File: config.mk
export PLATFORM = sky130hd
export DESIGN_NAME = keypad_digit_encoder_flat
export DESIGN_NICKNAME = d
export VERILOG_FILES = /design/src/rtl/keypad_digit_encoder_if.sv /design/src/rtl/keypad_digit_encoder.sv /design/src/flat_wrapper.sv
export SDC_FILE = /design/constraint.sdc
export NUM_CORES = 1
export LEC_CHECK = 0
export BUFFER_PORTS_ARGS = -buffer_cell sky130_fd_sc_hd__buf_2
export CAP_MARGIN = 10
export CORE_ASPECT_RATIO = 0.7
export CORE_UTILIZATION = 61
export DETAILED_ROUTE_END_ITERATION = 8
export GPL_ROUTABILITY_DRIVEN = 0
export PLACE_DENSITY = 0.87
export SYNTH_ARGS = -nofsm -noshare
export SYNTH_HDL_FRONTEND = slang
export SYNTH_SLANG_ARGS = --single-unit
File: constraint.sdc
create_clock -name clk -period 4.82 [get_ports clk]
set_input_delay 0.482 -clock clk [delete_from_list [all_inputs] [get_ports clk]]
set_output_delay 0.482 -clock clk [all_outputs]
set_load 0.01 [all_outputs]
File: src/rtl/keypad_digit_encoder_if.sv
// Keypad-side signal bundle: row sense in, column drive out, plus the digit/enter
// interface delivered to the lock FSM.
interface keypad_digit_encoder_if;
  logic [3:0] row_in;
  logic [3:0] col_out;
  logic [3:0] digit;
  logic       enter;
  logic       key_held;

  // master: board/keypad side that drives rows and consumes the encoded key
  modport master (
    output row_in,
    input  col_out, digit, enter, key_held
  );

  // slave: the encoder itself
  modport slave (
    input  row_in,
    output col_out, digit, enter, key_held
  );
endinterface

File: src/rtl/keypad_digit_encoder.sv
// 4x4 active-low matrix keypad scanner with press/release debounce, emitting one
// enter strobe and a held 4-bit code per accepted key press.
module keypad_digit_encoder #(
  parameter int SCAN_DIV = 4,
  parameter int DEBOUNCE = 3
) (
  input  logic                   clk,
  input  logic                   reset,
  keypad_digit_encoder_if.slave  kp
);

  localparam int DW = $clog2(SCAN_DIV);
  localparam int CW = $clog2(DEBOUNCE + 1);

  localparam logic [1:0] ST_SCAN     = 2'd0;
  localparam logic [1:0] ST_DEBOUNCE = 2'd1;
  localparam logic [1:0] ST_HOLD     = 2'd2;

  logic [DW-1:0] div_cnt;
  logic [1:0]    state;
  logic [1:0]    col_idx;
  logic [3:0]    col_reg;
  logic [3:0]    row_lat;
  logic [3:0]    digit_reg;
  logic          enter_reg;
  logic          held_reg;
  logic [CW-1:0] stable_cnt;
  logic [CW-1:0] rel_cnt;

  logic       sample;
  logic       one_low;
  logic       match;
  logic       all_high;
  logic       accept;
  logic       advance;
  logic [3:0] code_now;

  function automatic logic [3:0] key_code(input logic [3:0] rows, input logic [1:0] col);
    logic [1:0] r;
    logic [3:0] code;
    case (rows)
      4'b1110: r = 2'd0;
      4'b1101: r = 2'd1;
      4'b1011: r = 2'd2;
      default: r = 2'd3;
    endcase
    case ({r, col})
      4'h0: code = 4'h1;  4'h1: code = 4'h2;  4'h2: code = 4'h3;  4'h3: code = 4'hA;
      4'h4: code = 4'h4;  4'h5: code = 4'h5;  4'h6: code = 4'h6;  4'h7: code = 4'hB;
      4'h8: code = 4'h7;  4'h9: code = 4'h8;  4'hA: code = 4'h9;  4'hB: code = 4'hC;
      4'hC: code = 4'hE;  4'hD: code = 4'h0;  4'hE: code = 4'hF;  default: code = 4'hD;
    endcase
    return code;
  endfunction

  assign sample   = (div_cnt == DW'(SCAN_DIV - 1));
  assign match    = (kp.row_in == row_lat);
  assign all_high = (kp.row_in == 4'hF);
  // On a match row_in equals row_lat, so the live rows give the same code.
  assign code_now = key_code(kp.row_in, col_idx);

  // NOTE: every always_comb output gets a default first so no latch is inferred.
  always_comb begin
    one_low = 1'b0;
    case (kp.row_in)
      4'b1110, 4'b1101, 4'b1011, 4'b0111: one_low = 1'b1;
      default:                            one_low = 1'b0;
    endcase
  end

  assign accept = sample &&
                  (((state == ST_SCAN) && one_low && (DEBOUNCE == 1)) ||
                   ((state == ST_DEBOUNCE) && match && (stable_cnt == CW'(DEBOUNCE - 1))));

  assign advance = sample &&
                   (((state == ST_SCAN) && !one_low) ||
                    ((state == ST_DEBOUNCE) && !match) ||
                    ((state == ST_HOLD) && all_high && (rel_cnt == CW'(DEBOUNCE - 1))));

  // NOTE: sequential state uses non-blocking assignments so every register sees
  // pre-edge values regardless of statement order.
  always_ff @(posedge clk or negedge reset) begin
    if (!reset) begin
      div_cnt    <= '0;
      state      <= ST_SCAN;
      col_idx    <= 2'd0;
      col_reg    <= 4'b1110;
      row_lat    <= 4'hF;
      digit_reg  <= 4'h0;
      enter_reg  <= 1'b0;
      held_reg   <= 1'b0;
      stable_cnt <= '0;
      rel_cnt    <= '0;
    end else begin
      enter_reg <= 1'b0;
      div_cnt   <= sample ? '0 : div_cnt + DW'(1);

      if (advance) begin
        col_idx <= col_idx + 2'd1;
        col_reg <= {col_reg[2:0], col_reg[3]};
      end

      if (accept) begin
        digit_reg <= code_now;
        enter_reg <= 1'b1;
        held_reg  <= 1'b1;
        rel_cnt   <= '0;
        state     <= ST_HOLD;
      end else if (sample) begin
        case (state)
          ST_SCAN: begin
            if (one_low) begin
              row_lat    <= kp.row_in;
              stable_cnt <= CW'(1);
              state      <= ST_DEBOUNCE;
            end
          end
          ST_DEBOUNCE: begin
            if (match) stable_cnt <= stable_cnt + CW'(1);
            else       state      <= ST_SCAN;
          end
          ST_HOLD: begin
            if (!all_high) begin
              rel_cnt <= '0;
            end else if (rel_cnt == CW'(DEBOUNCE - 1)) begin
              held_reg <= 1'b0;
              state    <= ST_SCAN;
            end else begin
              rel_cnt <= rel_cnt + CW'(1);
            end
          end
          default: state <= ST_SCAN;
        endcase
      end
    end
  end

  assign kp.col_out  = col_reg;
  assign kp.digit    = digit_reg;
  assign kp.enter    = enter_reg;
  assign kp.key_held = held_reg;

endmodule

File: src/flat_wrapper.sv
// flat-port wrapper written by rule: the top's interface ports become plain ports
module keypad_digit_encoder_flat 
#(
  parameter int SCAN_DIV = 4,
  parameter int DEBOUNCE = 3
)
  (clk, reset, kp_row_in, kp_col_out, kp_digit, kp_enter, kp_key_held);
  keypad_digit_encoder_if kp_i ();
  input  logic clk;
  input  logic reset;
  input wire logic [$bits(kp_i.row_in)-1:0] kp_row_in;
  output wire logic [$bits(kp_i.col_out)-1:0] kp_col_out;
  output wire logic [$bits(kp_i.digit)-1:0] kp_digit;
  output wire logic [$bits(kp_i.enter)-1:0] kp_enter;
  output wire logic [$bits(kp_i.key_held)-1:0] kp_key_held;
  assign kp_i.row_in = kp_row_in;
  assign kp_col_out = kp_i.col_out;
  assign kp_digit = kp_i.digit;
  assign kp_enter = kp_i.enter;
  assign kp_key_held = kp_i.key_held;
  keypad_digit_encoder #(.SCAN_DIV(SCAN_DIV), .DEBOUNCE(DEBOUNCE)) u_core (.clk(clk), .reset(reset), .kp(kp_i));
endmodule
[Word level (Yosys, flattened, before mapping)]
Memories as Yosys holds them, arrays and structs flattened. A register that Yosys moved wholly into a read port is not among the register bits.
Cells that the tools add are included.
Word-level totals
  latch bits: 0
  bits in read-only memories: 64
  bits in writable memories: 0
  memories kept: 1
  word-level logic and storage cells: 81
  output and inout port bits: 10
  input bits: 6
  register bits: 20
Memory list
  (name not given): depth 16, bits a word 4, rd ports 1, clocked after memory_dff 1, wr ports 0, line keypad_digit_encoder.sv:47  | case ({r, col})
Operators by class
  mux-type cells: 23
  order comparisons: 0
  add/subtract/negate cells: 4
  multiply operators: 0
  divide/modulo/power cells: 0
  bitwise logic cells: 1
  reductions and logical operators: 25
  eq/ne operators: 18
  shift operators: 0
Operators with widths (count)
  2-bit 2-to-1 mux: 13
  4-bit equality test, second input constant: 4
  2-bit one-hot mux with 3 select lines: 2
  5-bit AND reduction: 2
  2-bit nonzero test: 5
  2-bit by 1-bit adder with 2-bit output, second input constant: 4
  2-bit equality test, second input constant: 4
  1-bit logical AND: 8
  4-bit AND reduction: 2
  1-bit 2-to-1 mux: 7
  3-bit by 1-bit inequality test with 1-bit output, second input constant: 2
  3-bit inequality test, second input constant: 2
  4-bit by 3-bit equality test with 1-bit output, second input constant: 1
  4-bit equality test: 1
  2-bit by 1-bit inequality test with 1-bit output, second input constant: 2
  2-bit one-hot mux with 2 select lines: 1
  4-bit OR reduction: 1
  1-bit logical NOT: 3
  3-bit by 2-bit inequality test with 1-bit output, second input constant: 1
  3-bit AND reduction: 1
  2-bit by 1-bit equality test with 1-bit output, second input constant: 1
  2-bit logical NOT: 1
  1-bit logical OR: 2
  1-bit inverter: 1

[Logic depth before layout (Yosys ltp)]
  depth after elaboration: 8
  depth in mapped cells: 6
  gate-level depth less buffers: 6

[Least setup slack after synthesis]
Ideal clock, no wire load.
  path kind: input port to flip-flop
  start: input port kp_row_in[0]
  end: register u_core.digit_reg[0], in the netlist u_core.kp.digit[0]
  arrival time: 2005 ps
  path slack: 2690 ps
  stages: 5
  setup time: 125 ps
  path buffers: 1
  data required time: 4695 ps
  cell sequence: buf_4 xor2_1 or4_4 nor3_4 mux2_2
Between the ends
  word-level cells in the longest chain between the ends: 4
  elaborated cells between the ends (all ways): 8
  classes of those cells: eq/ne (4); mux (1); reduce/logical (3)
RTL lines
  start, declared: line flat_wrapper.sv:11  | input wire logic [$bits(kp_i.row_in)-1:0] kp_row_in;
  4-bit equality test: line keypad_digit_encoder.sv:57  | assign match = (kp.row_in == row_lat);
  1-bit logical AND (2 in a row): line keypad_digit_encoder.sv:73  | ((state == ST_DEBOUNCE) && match && (stable_cnt == CW'(DEBOUNCE - 1))));
  1-bit logical AND: line keypad_digit_encoder.sv:71  | assign accept = sample &&
  via u_core.accept: line keypad_digit_encoder.sv:34  | logic accept;
  end, declared: line keypad_digit_encoder.sv:24  | logic [3:0] digit_reg;
The timed path passes the listed nets, and every way through them passes these cells.
A chain may end at the register's enable or synchronous reset.

[Final worst setup path]
  start: register u_core.row_lat[1]
  end: register u_core.digit_reg[3], in the netlist u_core.kp.digit[3]
Between the ends
  word-level cells in the longest chain between the ends: 4
RTL lines
  start, declared: line keypad_digit_encoder.sv:23  | logic [3:0] row_lat;
  start signal, assigned: line keypad_digit_encoder.sv:113  | row_lat <= kp.row_in;
  4-bit equality test: line keypad_digit_encoder.sv:57
  1-bit logical AND (2 in a row): line keypad_digit_encoder.sv:73
  1-bit logical AND: line keypad_digit_encoder.sv:71
  via u_core.accept: line keypad_digit_encoder.sv:34
The timed path passes the listed nets, and every way through them passes these cells.

==> summary.md <==
| Metric | Value |
|---|---|
| Status | completed |
| Mean Syn Cell Area | 11.0 sq um |
| Vias in the first global route | 944 |
| Final Core Density | 71.4% |
| Most common cell in the netlist | dfrtp_1 |
| DRC violations left | 0 |
| Wire length after detailed routing | 2510 um |
| # hold bufs at CTS | 0 |
| Worst setup margin | 2700 ps |
| Fraction of layout cells with a size suffix above 1 | 31.2% |
| Number of synthesized flops with an enable pin | 0 |
| Max IR drop VDD | 0.000215 V |
| Mapped Area | 1410 sq um |
| Area leader, netlist | dfrtp_1 |
| CP endpoint kind | register |
| Static Leak | 0.730 nW |
| Pre-antenna DRT Iters | 4 |
| Clock latency on the worst-skew pair | 310 ps |
| Final period utilization | 44.0% |
| Final nets | 156 |
| CTS buffer count | 3 |
| Initial core utilization | 65.3% |
| Setup tns final | 0 ps |
| Root buffer cell | clkbuf_4 |
| H-tree levels | 1 |
| Diodes inserted | 0 |
| Post-DP HPWL | 1930 um |
| Critical Path Source Type | register |
| Slowest CP cell | or4_4 |
| Clock skew | 2.13 ps |
| Top-Level Pins | 16 |
| Port buffer count | 15 |
| Hold Crit Class | in2async |
| Die height | 42.2 um |
| First-pass GRT wire length | 4260 um |
| Syn. warnings | 0 |
| Synth cell types | 41 |
| Crit-path leading delay family | simple AND/OR/NAND/NOR gates |
| Top cell type's share of synthesized area | 30.2% |
| Clock transition at the registers of the reported paths | 120 ps |
| Std-Cell Rows | 14 |
| Setup Crit Path Kind | reg2reg |
| Bufs on Longest Clock Path | 2 |
| Post-synth top cells | dfrtp_1, mux2_2, inv_1, ha_1, dfstp_2 |
| Rel. slew slack | 67.0% |
| Initial DRC Count | 47 |
| Storage cell area | 609 sq um |
| Postcts setup bufs | 0 |
| Final Hold Fails | 0 |
| Gate Count Post-Synth | 128 |
| Dpl ws | 2410 ps |
| Max Freq | 471 MHz |
| Final antenna-violating net count | 0 |
| Crit-path cells | xor2_1 > or4_4 > nor3_4 > mux2_2 |
| MaxCap Viol Count | 0 |
| Resize count post-CTS | 0 |
| Tmin final | 2120 ps |
| Pwr dens | 344 nW/um^2 |
| Placed cell area | 1490 sq um |
| Fin. max-slew vios | 0 |
| CTS tree | yes |
| Drt wl/cell | 14.5 um |
| CP max stage delay | 590 ps |
| Syn nets | 142 |
| DR vias/cell | 5.76 |
| Worst EP required | 5020 ps |
| Data arrival time of the worst path | 2330 ps |
| Multi-input gate area | 724 sq um |
| Finish-stage setup viols | 0 |
| Final global-route overflow total | 0 |
| Die X | 59.4 um |
| Sequential area share after synthesis | 43.3% |
| # fillers | 171 |
| Dominant synthesized flop cell | dfrtp_1 |
| Full die area | 2500 sq um |
| Fin area | 1540 sq um |
| Tightest Pin Transition | 495 ps |
| Vias | 996 |
| WP buf/inv | 0 |
| Post-synth ARST share | 100% |
| RSZ-0062 raised after global routing | false |
| # clock sinks | 24 |
| GRT Overall Usage | 22.9% |
| Worst-path fanout max | 9 |
| Largest net degree at the start of global routing | 25 |
| Area growth syn-to-layout | 9.43% |
| Core ar. | 2150 sq um |
| Initial antenna violation count | 0 |
| Synth top area cells | dfrtp_1, dfstp_2, mux2_2 |
| Synth Register Bits | 24 |
[placed cells by master, fill, tap and decap left out, types with 2 or more instances in the layout]
cell type,n
dfrtp_1,17
clkbuf_4,3
o21ai_0,2
nor4_1,3
xor2_1,4
a21oi_1,6
nand3_1,2
buf_2,15
nand4b_1,4
inv_1,10
nand3b_1,4
ha_1,8
nor3_1,2
dfstp_2,7
nand2b_1,2
a21o_1,4
nand2_1,5
mux2_2,13
nor2_1,5
nor3b_1,3
xnor2_1,2
or3b_2,2
[cells by family after synthesis]
kind of cell             Yosys count  share of synthesized area (%)
flip-flops                        24                           43.3
XOR/XNOR                           6                           3.74
AO/OA/AOI/OAI                     23                           11.7
multiplexers                      14                           11.1
AND/OR/NAND/NOR                   37                           17.8
adder cells (fa/ha/maj)            8                           7.12
buffers and inverters             16                           5.16
[worst paths after layout]
kind	startpoint	to	slack, ps	cells past startpoint
worst min-delay path	reset	u_core.stable_cnt[0]	120	1
worst max register to register	u_core.row_lat[1]	u_core.kp.digit[3]	2700	4
worst max-delay path	u_core.row_lat[1]	u_core.kp.digit[3]	2700	4
min in group clk	u_core.div_cnt[0]	u_core.div_cnt[0]	450	1
worst min register to register	u_core.div_cnt[0]	u_core.div_cnt[0]	450	1
max in group asynchronous	reset	u_core.kp.col_out[2]	4350	1
[metal layers]
| metal | track usage [%] | routed length [um] | up-vias |
|---|---|---|---|
| li1 | - | - | 487 |
| met5 | 0 | 0 | - |
| met1 | 32.2 | 1200 | 482 |
| met3 | 6.48 | 125 | 0 |
| met4 | 2.86 | 0 | 0 |
| met2 | 36.2 | 1180 | 27 |
[area by class of cell]
cell class / count / area share, %
sequential: 24 / 39.6
inverter: 10 / 2.44
tap: 32 / 2.60
timing repair buffer: 15 / 4.88
clock buffer: 3 / 1.46
multi-input combinational: 88 / 47.1
clock inverter: 1 / 1.95
[power by group]
part,switching (W),total [W],internal [W]
sequential,0.0000273,0.000257,0.000230
combinational,0.0000710,0.000132,0.0000614
clock,0.0000563,0.000140,0.0000841
total,0.000155,0.000530,0.000376
[metrics by stage]
stage / std cells / hold WS (ps) / total power (W)
global placement: 169 / 415 / 0.000385
global route: 173 / 135 / 0.000565
detailed placement: 169 / 435 / 0.000392
floorplan: 128 / 186 / 0.000355
CTS: 173 / 133 / 0.000532
finish: 173 / 117 / 0.000530
Note: power is estimated with default switching activity, not from simulation.
